<file path="src/rtl/crank_cam_gen.sv">
// crank_cam_gen
//   Synthetic crankshaft/camshaft signal generator. Produces a toothed-wheel
//   crank waveform (TEETH slots per revolution, the last MISSING slots held
//   low) and a cam window that is high over a slot range of every other
//   revolution. The tooth period in clock cycles is programmable at run time.
//
// Ports
//   clk        in  1          rising-edge clock
//   rst        in  1          asynchronous, active-low reset
//   ena        in  1          run enable (level)
//   period_we  in  1          write strobe for period
//   period     in  PER_WIDTH  clocks per tooth slot (values below 4 stop the generator)
//   cap        out 1          crank waveform
//   cam        out 1          cam waveform
//   slot       out 6          current slot index 0..TEETH-1
//   rev        out 1          revolution parity
//   sync       out 1          pulse in the first cycle of slot 0, revolution 0
module crank_cam_gen #(
  parameter int PER_WIDTH = 24,
  parameter int TEETH     = 60,
  parameter int MISSING   = 2,
  parameter int CAM_RISE  = 10,
  parameter int CAM_FALL  = 40
) (
  input  logic                 clk,
  input  logic                 rst,
  input  logic                 ena,
  input  logic                 period_we,
  input  logic [PER_WIDTH-1:0] period,
  output logic                 cap,
  output logic                 cam,
  output logic [5:0]           slot,
  output logic                 rev,
  output logic                 sync
);

  localparam logic [5:0]           LAST_SLOT  = 6'(TEETH - 1);
  localparam logic [5:0]           REAL_SLOTS = 6'(TEETH - MISSING);
  localparam logic [5:0]           CAM_ON     = 6'(CAM_RISE);
  localparam logic [5:0]           CAM_OFF    = 6'(CAM_FALL);
  localparam logic [PER_WIDTH-1:0] MIN_PER    = PER_WIDTH'(4);
  localparam logic [PER_WIDTH-1:0] ONE        = PER_WIDTH'(1);

  typedef enum logic {
    IDLE,
    RUN
  } state_t;

  state_t               state_q, state_d;
  logic [PER_WIDTH-1:0] per_shadow_q, per_shadow_d;
  logic [PER_WIDTH-1:0] per_act_q, per_act_d;
  logic [PER_WIDTH-1:0] pcnt_q, pcnt_d;
  logic [5:0]           slot_q, slot_d;
  logic                 rev_q, rev_d;
  logic                 cap_q, cap_d;
  logic                 cam_q, cam_d;
  logic                 sync_q, sync_d;
  logic                 run_d;

  // Next-state logic. Every path that leaves RUN (enable low, or a too-short
  // shadow period met at a slot boundary) falls through to the cleared
  // defaults, so the generator always restarts from slot 0 of revolution 0.
  // The shadow value sampled here is the registered one, so a write landing
  // on a slot boundary only affects the slot after that.
  always_comb begin
    per_shadow_d = period_we ? period : per_shadow_q;
    state_d      = IDLE;
    per_act_d    = '0;
    pcnt_d       = '0;
    slot_d       = '0;
    rev_d        = 1'b0;

    if (state_q == IDLE) begin
      if (ena && (per_shadow_q >= MIN_PER)) begin
        state_d   = RUN;
        per_act_d = per_shadow_q;
      end
    end else if (ena) begin
      if (pcnt_q == per_act_q - ONE) begin
        if (per_shadow_q >= MIN_PER) begin
          state_d   = RUN;
          per_act_d = per_shadow_q;
          if (slot_q == LAST_SLOT) begin
            rev_d = ~rev_q;
          end else begin
            slot_d = slot_q + 6'd1;
            rev_d  = rev_q;
          end
        end
      end else begin
        state_d   = RUN;
        per_act_d = per_act_q;
        pcnt_d    = pcnt_q + ONE;
        slot_d    = slot_q;
        rev_d     = rev_q;
      end
    end
  end

  // Outputs are derived from the next counter values so that the registered
  // outputs line up with the counters they describe. The high phase is the
  // truncated half period, which leaves the odd cycle in the low phase.
  always_comb begin
    run_d  = (state_d == RUN);
    cap_d  = run_d && (slot_d < REAL_SLOTS) && (pcnt_d < (per_act_d >> 1));
    cam_d  = run_d && !rev_d && (slot_d >= CAM_ON) && (slot_d < CAM_OFF);
    sync_d = run_d && !rev_d && (slot_d == 6'd0) && (pcnt_d == '0);
  end

  always_ff @(posedge clk or negedge rst) begin
    if (!rst) begin
      state_q      <= IDLE;
      per_shadow_q <= '0;
      per_act_q    <= '0;
      pcnt_q       <= '0;
      slot_q       <= '0;
      rev_q        <= 1'b0;
      cap_q        <= 1'b0;
      cam_q        <= 1'b0;
      sync_q       <= 1'b0;
    end else begin
      state_q      <= state_d;
      per_shadow_q <= per_shadow_d;
      per_act_q    <= per_act_d;
      pcnt_q       <= pcnt_d;
      slot_q       <= slot_d;
      rev_q        <= rev_d;
      cap_q        <= cap_d;
      cam_q        <= cam_d;
      sync_q       <= sync_d;
    end
  end

  assign cap  = cap_q;
  assign cam  = cam_q;
  assign slot = slot_q;
  assign rev  = rev_q;
  assign sync = sync_q;

endmodule

</file>
<file path="config.mk">
export PLATFORM = sky130hd
export DESIGN_NAME = crank_cam_gen
export DESIGN_NICKNAME = d
export VERILOG_FILES = /design/src/rtl/crank_cam_gen.sv
export SDC_FILE = /design/constraint.sdc
export NUM_CORES = 1
export LEC_CHECK = 0
export CORE_ASPECT_RATIO = 0.8
export CORE_UTILIZATION = 64
export CTS_CLUSTER_SIZE = 25
export DETAILED_ROUTE_END_ITERATION = 8
export DONT_BUFFER_PORTS = 1
export GPL_TIMING_DRIVEN = 0
export PLACE_DENSITY = 0.8
export SLEW_MARGIN = 20
export SYNTH_ARGS = -nofsm -noshare
export SYNTH_HDL_FRONTEND = slang
export SYNTH_SLANG_ARGS = --single-unit
</file>
<file path="constraint.sdc">
create_clock -name clk -period 4.8 [get_ports clk]
set_clock_uncertainty 0.05 [all_clocks]
set_input_delay 1.2 -clock clk [delete_from_list [all_inputs] [get_ports clk]]
set_output_delay 1.2 -clock clk [all_outputs]
set_load 0.02 [all_outputs]
</file>
# Yosys cells after proc, flatten, opt, wreduce, memory -nomap -nowiden
# Cells that the tools add are included.
[word_totals]
inputBits = 28
regBits = 83
[classes]
n_mux = 23
n_reduce_logical = 11
bitwise = 1
n_eq_ne = 3
n_lt_le_gt_ge = 5
n_addsub = 3
[op_table]
columns = ["operator", "count"]
rows = [
  ["24-bit 2-to-1 mux", 8],
  ["6-bit 2-to-1 mux", 5],
  ["24-bit by 1-bit adder with 24-bit output (second input constant)", 1],
  ["24-bit equality test", 1],
  ["24-bit by 3-bit >= comparator with 1-bit output (second input constant)", 1],
  ["24-bit logical NOT", 1],
  ["24-bit by 23-bit less-than comparator with 1-bit output", 1],
  ["24-bit by 1-bit subtractor with 24-bit output (second input constant)", 1],
  ["6-bit less-than comparator (second input constant)", 2],
  ["1-bit 2-to-1 mux", 10],
  ["1-bit logical AND", 8],
  ["6-bit by 1-bit adder with 6-bit output (second input constant)", 1],
  ["6-bit equality test (second input constant)", 1],
  ["6-bit by 4-bit >= comparator with 1-bit output (second input constant)", 1],
  ["6-bit logical NOT", 1],
  ["3-bit by 2-bit != test with 1-bit output (second input constant)", 1],
  ["1-bit logical NOT", 1],
  ["1-bit inverter", 1],
]

# Longest topological paths before layout
# Gate-level depths: netlist of run 1.
[logic_depth]
depth_word = 10
depth_mapped = 23

# Least setup slack after synthesis of run 1
# Ideal clock, no wire load.
[synth_timing]
path_kind = "register -> register"
from = "reg per_act_q[0]"
to = "reg cap_q, in the netlist cap"
required_ns = 4.649
arrival_ns = 4.253
path_buffers = 1
setup_slack_ns = 0.396
stages_incl_launch_ff = 22
path_cell_list = "dfrtp_1 inv_1 ha_1 or4b_4 nor3_2 o2111ai_1 a32oi_1 o2111ai_1 nor4b_4 nor2_2 buf_2 a22oi_1 ha_1 a21o_1 a21o_1 a21o_1 a21oi_1 nor2b_1 o211ai_1 a211o_1 nand4b_1 nor4_1"
[synth_between]
elab_chain_cells = 8
elab_cells_between_ends = 18
cone_classes = "add/sub (1); order compare (2); eq/ne (1); mux (12); reduce/logical (2)"
[synth_rtl]
columns = ["element", "line_no", "text"]
rows = [
  ["from (decl)", "51", "logic [PER_WIDTH-1:0] per_act_q, per_act_d;"],
  ["from (signal assigned)", "124", "per_act_q <= per_act_d;"],
  ["24-bit by 1-bit subtractor with 24-bit output (*)", "79", "if (pcnt_q == per_act_q - ONE) begin"],
  ["24-bit equality test (*)", "79", ""],
  ["parallel branches: the longest is 5 deep, another holds 24-bit by 23-bit less-than comparator with 1-bit output", "n/a", ""],
  ["1-bit logical AND (*)", "105", "cap_d = run_d && (slot_d < REAL_SLOTS) && (pcnt_d < (per_act_d >> 1));"],
  ["via cap_d", "55", "logic cap_q, cap_d;"],
  ["to (signal assigned)", "128", "cap_q <= cap_d;"],
  ["to (decl)", "55", ""],
]
# Mark *: on every way through the listed nets, which the timed path passes. The select of a mux whose other input is x is not followed.
# A chain may end at the register's enable or synchronous reset.

# Worst setup path after layout of run 1
[layout_timing]
from = "reg per_act_q[1]"
to = "reg cap_q, in the netlist cap"
[layout_between]
elab_chain_cells = 8
elab_cells_between_ends = 18
cone_classes = "add/sub (1); order compare (2); eq/ne (1); mux (12); reduce/logical (2)"
[layout_rtl]
columns = ["element", "line_no"]
rows = [
  ["parallel branches: the longest is 7 deep, another holds 24-bit by 1-bit subtractor with 24-bit output", "n/a"],
  ["1-bit logical AND (*)", "105"],
  ["via cap_d", "55"],
]
# Marked as above.

==> results.py, run 1 <==
metrics = {
    "run_status": {
        "outcome": "completed",
    },
    "power_and_ir_drop": {
        "fin_total_pwr_mw": 1.67,
        "irDropWorstVdd_mv": 0.259,
        "p_leak_nw": 2.80,
        "powerDensity_nw_per_um2": 273,
    },
    "clock_tree": {
        "clk_latency_ns": 0.37,
        "clk_path_buf_depth": 2,
        "htree_levels": 3,
        "postCtsHoldBufs": 0,
        "clk_pin_slew_ns": 0.08,
        "root_buffer": "clkbuf_8",
        "cts_buffers": 9,
        "cts_sinks": 83,
        "cts_tree": "yes",
    },
    "flow_run": {
        "drv_cap": 0,
    },
    "layout": {
        "mostFrequentLayoutCell": "dfrtp_1",
        "design_area_um2": 6120,
        "fill_cells": 574,
        "drive_gt1_share_pct": 19.2,
        "nets": 648,
        "diodes": 0,
        "final_cell_mix": "dfrtp_1, nor2_1, nand2_1, inv_1, xor2_1",
        "stdcell_count": 707,
        "fin_util_pct": 75.9,
        "syn2layout_area_growth_pct": 13.6,
        "regArea_um2": 2080,
        "multiInputGateArea_um2": 3240,
    },
    "critical_path": {
        "required_ns": 5.00,
        "crit_arrival_ns": 4.94,
        "reg2reg_depth": 21,
        "critical_path_class": "flip-flop to flip-flop",
        "crit_path_start_kind": "flip-flop",
        "cp_max_fo": 6,
        "r2r-end": "cap",
        "r2r_start": "per_act_q[1]",
        "reg2reg_slack_ns": 0.06,
        "critPathCaptureType": "flip-flop",
    },
    "timing": {
        "finalSetupTns_ns": 0,
        "setup_viol": 0,
        "fin_ws_ns": 0.0585,
        "slew_headroom_pct": 44.3,
        "period_needed_ns": 4.74,
        "whs_ns": 0.471,
        "worst-slew-pin-transition_ns": 0.814,
        "fmaxAchievable_mhz": 211,
        "rsz0062_at_grt": "true",
        "maxSlewViolCount": 0,
        "period_share_pct": 98.8,
        "finalHoldViolations": 0,
    },
    "grt": {
        "grt_pass1_vias": 4543,
        "antenna_found_initial": 0,
        "grt_use_total_pct": 34.8,
        "grt_max_degree": 84,
        "grt_pass1_wl_um": 23400,
        "grt_overflow_total": 0,
    },
    "synthesis": {
        "synth_seq_cells": 83,
        "netlist_instances": 567,
        "synth_top_flop_cell": "dfrtp_1",
        "ys_types": 67,
        "syn_area_um2": 5390,
        "async_reset_ff_share_pct": 100,
        "synth_top_cell_by_area": "dfrtp_1",
        "synth_area_leaders": "dfrtp_1, ha_1, mux2_2",
        "yosysSeqAreaShare_pct": 38.6,
        "yosys_warnings": 0,
        "syn-num-nets": 620,
        "synth.avg_cell_area_um2": 9.50,
        "synth_top_cell_area_share_pct": 38.6,
        "synth_edf_count": 0,
    },
    "hold_path": {
        "hold_path_class": "primary input to asynchronous set/reset pin",
    },
    "place": {
        "place_ws_ns": -0.745,
        "placedCellCount": 675,
        "placed_area_um2": 5520,
        "hpwl_um": 10200,
        "port_buffers": 0,
        "place_congestion": 0.923,
    },
    "detailed_routing": {
        "dr.pass1.iters": 6,
        "drt-total-wl_um": 14700,
        "routedWlPerCell_um": 20.9,
        "vias": 4731,
        "first_iter_violations": 637,
        "ant_nets": 0,
        "viasPerCell": 6.69,
        "drc": 0,
    },
    "floorplanning": {
        "rows": 29,
        "die_x_um": 105,
        "die-area_um2": 8790,
        "core-area_um2": 8060,
        "start_util_pct": 66.9,
        "die_h_um": 84.1,
        "io_pins": 38,
    },
}
[worst max-delay path: stages (launching register included)]
cell and delay (ns):
dfrtp_1 0.41, inv_2 0.08, ha_4 0.14, or4b_4 0.50, nor3_4 0.32, nand4_1 0.20
a32oi_2 0.28, o2111ai_2 0.18, nor4b_4 0.35, nor2_4 0.10, buf_6 0.16, buf_4 0.14
a22oi_2 0.15, ha_1 0.28, a21o_1 0.20, a21o_1 0.17, a21oi_2 0.11, nor2b_1 0.05
o211ai_1 0.18, a211o_1 0.18, nand4b_1 0.15, nor4_2 0.24
[worst max path at each step]
stage / start / end / slack, ns / depth (start not counted)
final: per_act_q[1] / cap / 0.06 / 21
after global routing: per_act_q[1] / cap / -0.04 / 21
after CTS: per_act_q[1] / cap / -0.04 / 21
after detailed placement: per_act_q[16] / cap / -0.75 / 21
after global placement: per_act_q[0] / cap / -0.63 / 23
after floorplan: per_act_q[0] / cap / 0.40 / 21
[sequential cells by signal (all words and copies together) (netlist names)]
| name | count |
|---|---|
| rev | 1 |
| per_act_q | 24 |
| cap | 1 |
| slot | 6 |
| sync | 1 |
| state_q | 1 |
| pcnt_q | 24 |
| cam | 1 |
| per_shadow_q | 24 |
[per-layer routing]
layer	track usage (%)	up-vias	routed length [um]
met4	12.5	0	469
met1	47.6	2309	6210
met3	8.59	40	1250
met5	0	-	0
met2	54.0	258	6810
li1	-	2124	-
[cell usage after synthesis, drive strengths merged, types with 5 or more instances]
library cell  number
or3                7
a21oi             12
xnor2             26
and2               7
a31oi              7
nand3             24
dfrtp             83
nor2              42
inv               32
clkbuf            18
ha                25
mux2              25
a22oi             22
or4                9
and3              11
nand4             16
nand2b             7
xor2              29
buf               16
nor2b              7
nand2             34
o211ai             5
a21o               5
nor4              17
nor3              16
o21ai             16
[cell families (layout without fill, tap and decap cells)]
| family | after synthesis | in the layout | synth area share, % |
|---|---|---|---|
| xor+xnor | 55 | 55 | 8.94 |
| compound gates | 97 | 97 | 13.3 |
| buf+inv | 66 | 98 | 5.27 |
| flops | 83 | 83 | 38.6 |
| simple gates | 214 | 214 | 22.5 |
| mux | 27 | 27 | 5.60 |
| fa+ha+maj | 25 | 25 | 5.81 |
[where the power goes]
| group | internal [mW] | total [mW] | switching (mW) | leakage (nW) |
|---|---|---|---|---|
| Combinational | 0.156 | 0.337 | 0.181 | 1.61 |
| Sequential | 0.737 | 0.791 | 0.0543 | 1.08 |
| Clock | 0.290 | 0.545 | 0.256 | 0.106 |
[cell type report]
| cell class | instances | area share, % |
|---|---|---|
| plain buffers | 32 | 2.92 |
| clock inverters | 5 | 1.29 |
| clock buffers | 10 | 2.09 |
| inverters | 32 | 1.96 |
| flip-flops and latches | 83 | 34.0 |
| repair buffers | 19 | 2.54 |
| well taps | 108 | 2.21 |
| multi-input cells | 418 | 53.0 |
[repair_timing]
item | 4_1_cts | 5_1_grt
cloned | 0 | 0
endpoints found under the setup margin | 1 | 1
gates resized for setup | 37 | 16
setup buffers | 17 | 2
pin swaps | 21 | 10
Note: power is estimated with default switching activity, not from simulation.
==> inputs of run 2 (changes only) <==
- GPL_TIMING_DRIVEN: 0 -> unset
==> run 2 against run 1 <==
Cell count shrank 2.4%. Global-route usage shrank 1.0 points. Sequential share of layout area grew 0.79 points. Die area is the same. Register-to-register slack gained 0.12 ns. Sequential cell count is the same. Critical endpoint unchanged.
==> results.py, run 2 (same netlist as run 1, synthesis figures left out) <==
metrics = {
    "run_status": {
        "outcome": "completed",
    },
    "timing": {
        "fmaxAchievable_mhz": 216,
        "fin_ws_ns": 0.175,
        "maxSlewViolCount": 0,
        "finalHoldViolations": 0,
        "setup_viol": 0,
        "whs_ns": 0.470,
        "period_needed_ns": 4.62,
        "worst-slew-pin-transition_ns": 0.701,
        "period_share_pct": 96.3,
        "slew_headroom_pct": 52.9,
    },
    "layout": {
        "top_regs": "pcnt_q (24), per_act_q (24), per_shadow_q (24)",
        "nets": 630,
        "mostFrequentLayoutCell": "dfrtp_1",
        "drive_gt1_share_pct": 18.4,
        "final_cell_mix": "dfrtp_1, nor2_1, nand2_1, inv_1, xor2_1",
        "design_area_um2": 5970,
        "syn2layout_area_growth_pct": 10.9,
        "fill_cells": 573,
        "diodes": 0,
    },
    "critical_path": {
        "r2r-end": "cap",
        "path_delay_family": "simple AND/OR/NAND/NOR gates",
        "crit_top_cell": "o21ai_0",
        "critPathCapture": "cap",
        "cp-startpoint": "per_act_q[10]",
        "critical_path_class": "flip-flop to flip-flop",
        "cpMaxStageDelayCell": "or4_1",
        "r2r_start": "per_act_q[10]",
        "cp_num_buf_inv": 2,
        "reg2reg_depth": 18,
        "required_ns": 5.02,
        "crit_path_start_kind": "flip-flop",
        "crit_arrival_ns": 4.84,
        "critPathCaptureType": "flip-flop",
        "path_depth": 18,
        "max_stage_delay_ns": 0.58,
        "cp_max_fo": 7,
        "crit_chain": "or4_1 > nor3_4 > buf_6 > nand4_1 > a32oi_2 > o2111ai_2 > nor4b_4 > nor2_4 > clkbuf_4 > a22oi_1 > ha_1 > a21oi_1 > nor2b_1 > o21ai_0 > o21ai_0 > o21ai_1 > nand4b_1 > nor4_1",
        "reg2reg_slack_ns": 0.18,
    },
    "place": {
        "port_buffers": 0,
        "placed_area_um2": 5450,
        "place_ws_ns": -0.196,
        "hpwl_um": 10400,
        "place_congestion": 0.994,
    },
    "clock_tree": {
        "clk_path_buf_depth": 2,
        "clk_pin_slew_ns": 0.09,
        "cts_sinks": 83,
        "htree_levels": 3,
        "cts_buffers": 9,
        "cts_tree": "yes",
        "clk_latency_ns": 0.37,
        "postCtsHoldBufs": 0,
        "root_buffer": "clkbuf_8",
    },
    "power_and_ir_drop": {
        "powerDensity_nw_per_um2": 283,
        "p_leak_nw": 2.75,
        "irDropWorstVdd_mv": 0.262,
    },
    "detailed_routing": {
        "drc": 0,
        "routedWlPerCell_um": 21.6,
        "first_iter_violations": 546,
        "ant_nets": 0,
        "drt-total-wl_um": 14900,
        "dr.pass1.iters": 5,
        "viasPerCell": 6.85,
        "vias": 4729,
    },
    "flow_run": {
        "drv_cap": 0,
    },
    "floorplanning": {
        "die-area_um2": 8790,
        "rows": 29,
        "io_pins": 38,
        "start_util_pct": 66.9,
        "die_x_um": 105,
        "die_h_um": 84.1,
        "core-area_um2": 8060,
    },
    "hold_path": {
        "hold_path_class": "primary input to asynchronous set/reset pin",
    },
    "grt": {
        "grt_overflow_total": 0,
        "antenna_found_initial": 0,
        "grt_pass1_wl_um": 23000,
        "grt_pass1_vias": 4415,
        "grt_max_degree": 84,
        "grt_use_total_pct": 33.8,
    },
}
==> run 2: changes by cell type in the layout (fill, tap and decap cells not counted), moves of 3 or more <==
cell / previous run / this run
buf_1: 3 / 0
buf_2: 5 / 1
buf_4: 21 / 28
clkbuf_1: 17 / 1
nor4_1: 10 / 14
nor4_2: 5 / 2
o21ai_0: 11 / 14
==> run 2: layout make-up <==
cell class              instances  area, um^2  area share (%)
multi-input cells             419        3170            53.1
flip-flops and latches         83        2080            34.8
repair buffers                 32         245            4.10
well taps                     108         135            2.26
clock buffers                  10         128            2.14
inverters                      32         120            2.01
clock inverters                 6        96.3            1.61
==> run 2: report_power, final <==
group / internal [mW] / switching (mW)
sequential: 0.737 / 0.0563
combinational: 0.151 / 0.172
clock: 0.301 / 0.272
==> run 2: per-stage QoR <==
step	std cells	TNS (ns)	utilization, %	total power, mW
floorplan	567	0	-	0.988
global placement	653	0	67.6	1.05
detailed placement	653	-0.196	67.6	1.06
CTS	669	0	70.6	1.63
global route	690	-0.0398	74.2	1.75
finish	690	0	74.2	1.69
==> run 2: metal layers <==
metal / routed length (um) / part of all wire [%] / GRT usage, % / up-vias
li1: - / - / - / 2086
met5: 0 / 0 / 0 / -
met4: 602 / 4.0 / 14.0 / 0
met1: 6010 / 40 / 46.4 / 2234
met2: 6560 / 44 / 50.5 / 341
met3: 1750 / 12 / 9.52 / 68
==> run 2: worst min-delay path by stage <==
stage,slack [ns],cells past startpoint,end,from
final,0.47,0,slot[5],rst
after global routing,0.45,0,pcnt_q[2],rst
after CTS,0.46,0,per_shadow_q[13],rst
after detailed placement,0.47,1,per_shadow_q[15],per_shadow_q[15]
after global placement,0.47,1,per_shadow_q[13],per_shadow_q[13]
after floorplan,0.40,2,per_act_q[0],per_shadow_q[0]
==> run 2: timing repair <==
action,in CTS,in global routing
setup buffers,0,19
cloned,0,2
pin swaps,0,20
resized for setup,4,29
endpoints found under the setup margin,1,1
==> run 2: worst register-to-register path: stages, from the launching register on <==
cell	delay (ns)
dfrtp_1	0.52
or4_1	0.58
nor3_4	0.22
buf_6	0.15
nand4_1	0.14
a32oi_2	0.23
o2111ai_2	0.18
nor4b_4	0.38
nor2_4	0.13
clkbuf_4	0.24
a22oi_1	0.23
ha_1	0.29
a21oi_1	0.17
nor2b_1	0.06
o21ai_0	0.12
o21ai_0	0.20
o21ai_1	0.22
nand4b_1	0.13
nor4_1	0.28
==> inputs of run 3 (changes only) <==
- CORE_UTILIZATION: 64 -> 58
- CTS_CLUSTER_SIZE: 25 -> unset
- PLACE_DENSITY: 0.8 -> 0.76
- RECOVER_POWER: unset -> 100
- clock period: 4.8 -> 3.9 ns (I/O delays scaled with it)
==> run 3 against run 2 <==
The flow now finishes with violations (negative setup slack). Clock power grew 52%. Critical path type unchanged. Utilization grew 1.3 points. Global-route usage grew 0.67 points. Register-to-register slack lost 0.74 ns. Power grew 38%. Clock-buffer cell count grew 3. Sequential share of layout area shrank 4.3 points. Cell count grew 16%. Wire length grew 4.6%. Hold slack lost 0.19 ns. Critical endpoint unchanged.
==> results.py, run 3 (same netlist as run 1, synthesis figures left out) <==
metrics = {
    "clock_tree": {
        "root_buffer": "clkbuf_16",
        "cts_tree": "yes",
        "postCtsHoldBufs": 0,
        "clk_pin_slew_ns": 0.06,
        "clk_latency_ns": 0.34,
        "htree_levels": 3,
        "cts_sinks": 83,
        "cts_buffers": 9,
        "clk_path_buf_depth": 2,
    },
    "flow_run": {
        "drv_cap": 0,
    },
    "detailed_routing": {
        "dr.pass1.iters": 6,
        "drt-total-wl_um": 15600,
        "first_iter_violations": 495,
        "viasPerCell": 6.17,
        "drc": 0,
        "vias": 4942,
        "routedWlPerCell_um": 19.5,
        "ant_nets": 0,
    },
    "timing": {
        "maxSlewViolCount": 0,
        "finalHoldViolations": 0,
        "period_share_pct": 114,
        "period_needed_ns": 4.46,
        "whs_ns": 0.283,
        "setup_viol": 1,
        "rsz0062_at_grt": "true",
        "fmaxAchievable_mhz": 224,
        "slew_headroom_pct": 54.5,
        "fin_ws_ns": -0.560,
        "finalSetupTns_ns": -0.560,
        "worst-slew-pin-transition_ns": 0.673,
    },
    "critical_path": {
        "crit_path_start_kind": "flip-flop",
        "crit_arrival_ns": 4.66,
        "path_delay_family": "simple AND/OR/NAND/NOR gates",
        "critical_path_class": "flip-flop to flip-flop",
        "path_depth": 20,
        "crit_chain": "nor4_4 > nand4_2 > or3_4 > a221oi_4 > buf_4 > o2111ai_2 > nor4b_4 > nor2_2 > buf_12 > a22oi_2 > ha_1 > a21o_1 > a21o_1 > a21o_1 > a21oi_1 > nor2b_1 > o211ai_1 > a211o_1 > nand4b_1 > nor4_2",
        "cp_num_buf_inv": 2,
        "cpMaxStageDelayCell": "dfrtp_2",
        "reg2reg_depth": 20,
        "reg2reg_slack_ns": -0.56,
        "required_ns": 4.10,
        "max_stage_delay_ns": 0.45,
        "cp_max_fo": 15,
        "critPathCaptureType": "flip-flop",
        "crit_top_cell": "a21o_1",
    },
    "layout": {
        "nets": 734,
        "top_regs": "pcnt_q (24), per_act_q (24), per_shadow_q (24)",
        "regArea_um2": 2080,
        "fill_cells": 611,
        "mostFrequentLayoutCell": "buf_4",
        "design_area_um2": 6820,
        "syn2layout_area_growth_pct": 26.7,
        "diodes": 0,
        "stdcell_count": 801,
        "final_cell_mix": "buf_4, dfrtp_1, nor2_1, nand2_1, inv_1",
        "multiInputGateArea_um2": 3110,
        "fin_util_pct": 75.5,
        "drive_gt1_share_pct": 30.0,
    },
    "floorplanning": {
        "io_pins": 38,
        "start_util_pct": 59.6,
        "die-area_um2": 9680,
        "die_x_um": 110,
        "rows": 31,
        "die_h_um": 88.2,
        "core-area_um2": 9040,
    },
    "place": {
        "place_congestion": 0.975,
        "place_ws_ns": -0.570,
        "port_buffers": 0,
        "hpwl_um": 12000,
        "placed_area_um2": 6460,
        "placedCellCount": 782,
    },
    "run_status": {
        "outcome": "finished, violations left",
        "violations": "negative setup slack",
    },
    "grt": {
        "grt_pass1_wl_um": 24500,
        "antenna_found_initial": 1,
        "grt_use_total_pct": 34.5,
        "grt_overflow_total": 0,
        "grt_max_degree": 84,
        "grt_pass1_vias": 4826,
    },
    "power_and_ir_drop": {
        "p_leak_nw": 3.30,
        "fin_total_pwr_mw": 2.34,
        "powerDensity_nw_per_um2": 342,
        "irDropWorstVdd_mv": 0.346,
    },
    "hold_path": {
        "hold_path_class": "primary input to asynchronous set/reset pin",
    },
}
==> run 3: changes by cell type in the layout (fill, tap and decap cells not counted), sizes merged <==
cell / delta
buf: +104
bufinv: -1
clkbuf: +4
inv: -2
nor2: -1
==> run 3: timing repair <==
item / 4_1_cts / 5_1_grt
resized for setup: 0 / 10
pin swaps: 5 / 3
setup buffers: 3 / 0
setup endpoints to repair: 1 / 1
==> run 3: layout make-up <==
class,instances,share of cell area [%]
clock buffers,13,3.81
clock inverters,3,0.679
inverters,32,1.76
multi-input cells,418,45.6
flip-flops and latches,83,30.5
well taps,115,2.11
repair buffers,137,15.5
==> run 3: worst paths after layout <==
path	from	endpoint
max	per_act_q[7]	cap
max in group asynchronous	rst	per_act_q[20]
max reg2reg	per_act_q[7]	cap
min reg2reg	per_shadow_q[12]	per_shadow_q[12]
min in group clk	per_shadow_q[12]	per_shadow_q[12]
min	rst	per_act_q[22]
==> run 3: power by group <==
group	internal, mW	switching [mW]
logic	0.265	0.240
registers	0.908	0.0501
clock network	0.534	0.340
total	1.71	0.630
==> run 3: routing by layer <==
layer,track usage [%],part of all wire (%)
met5,0,0
met4,13.7,3.6
met3,9.30,8.2
met2,54.8,46
met1,44.9,43
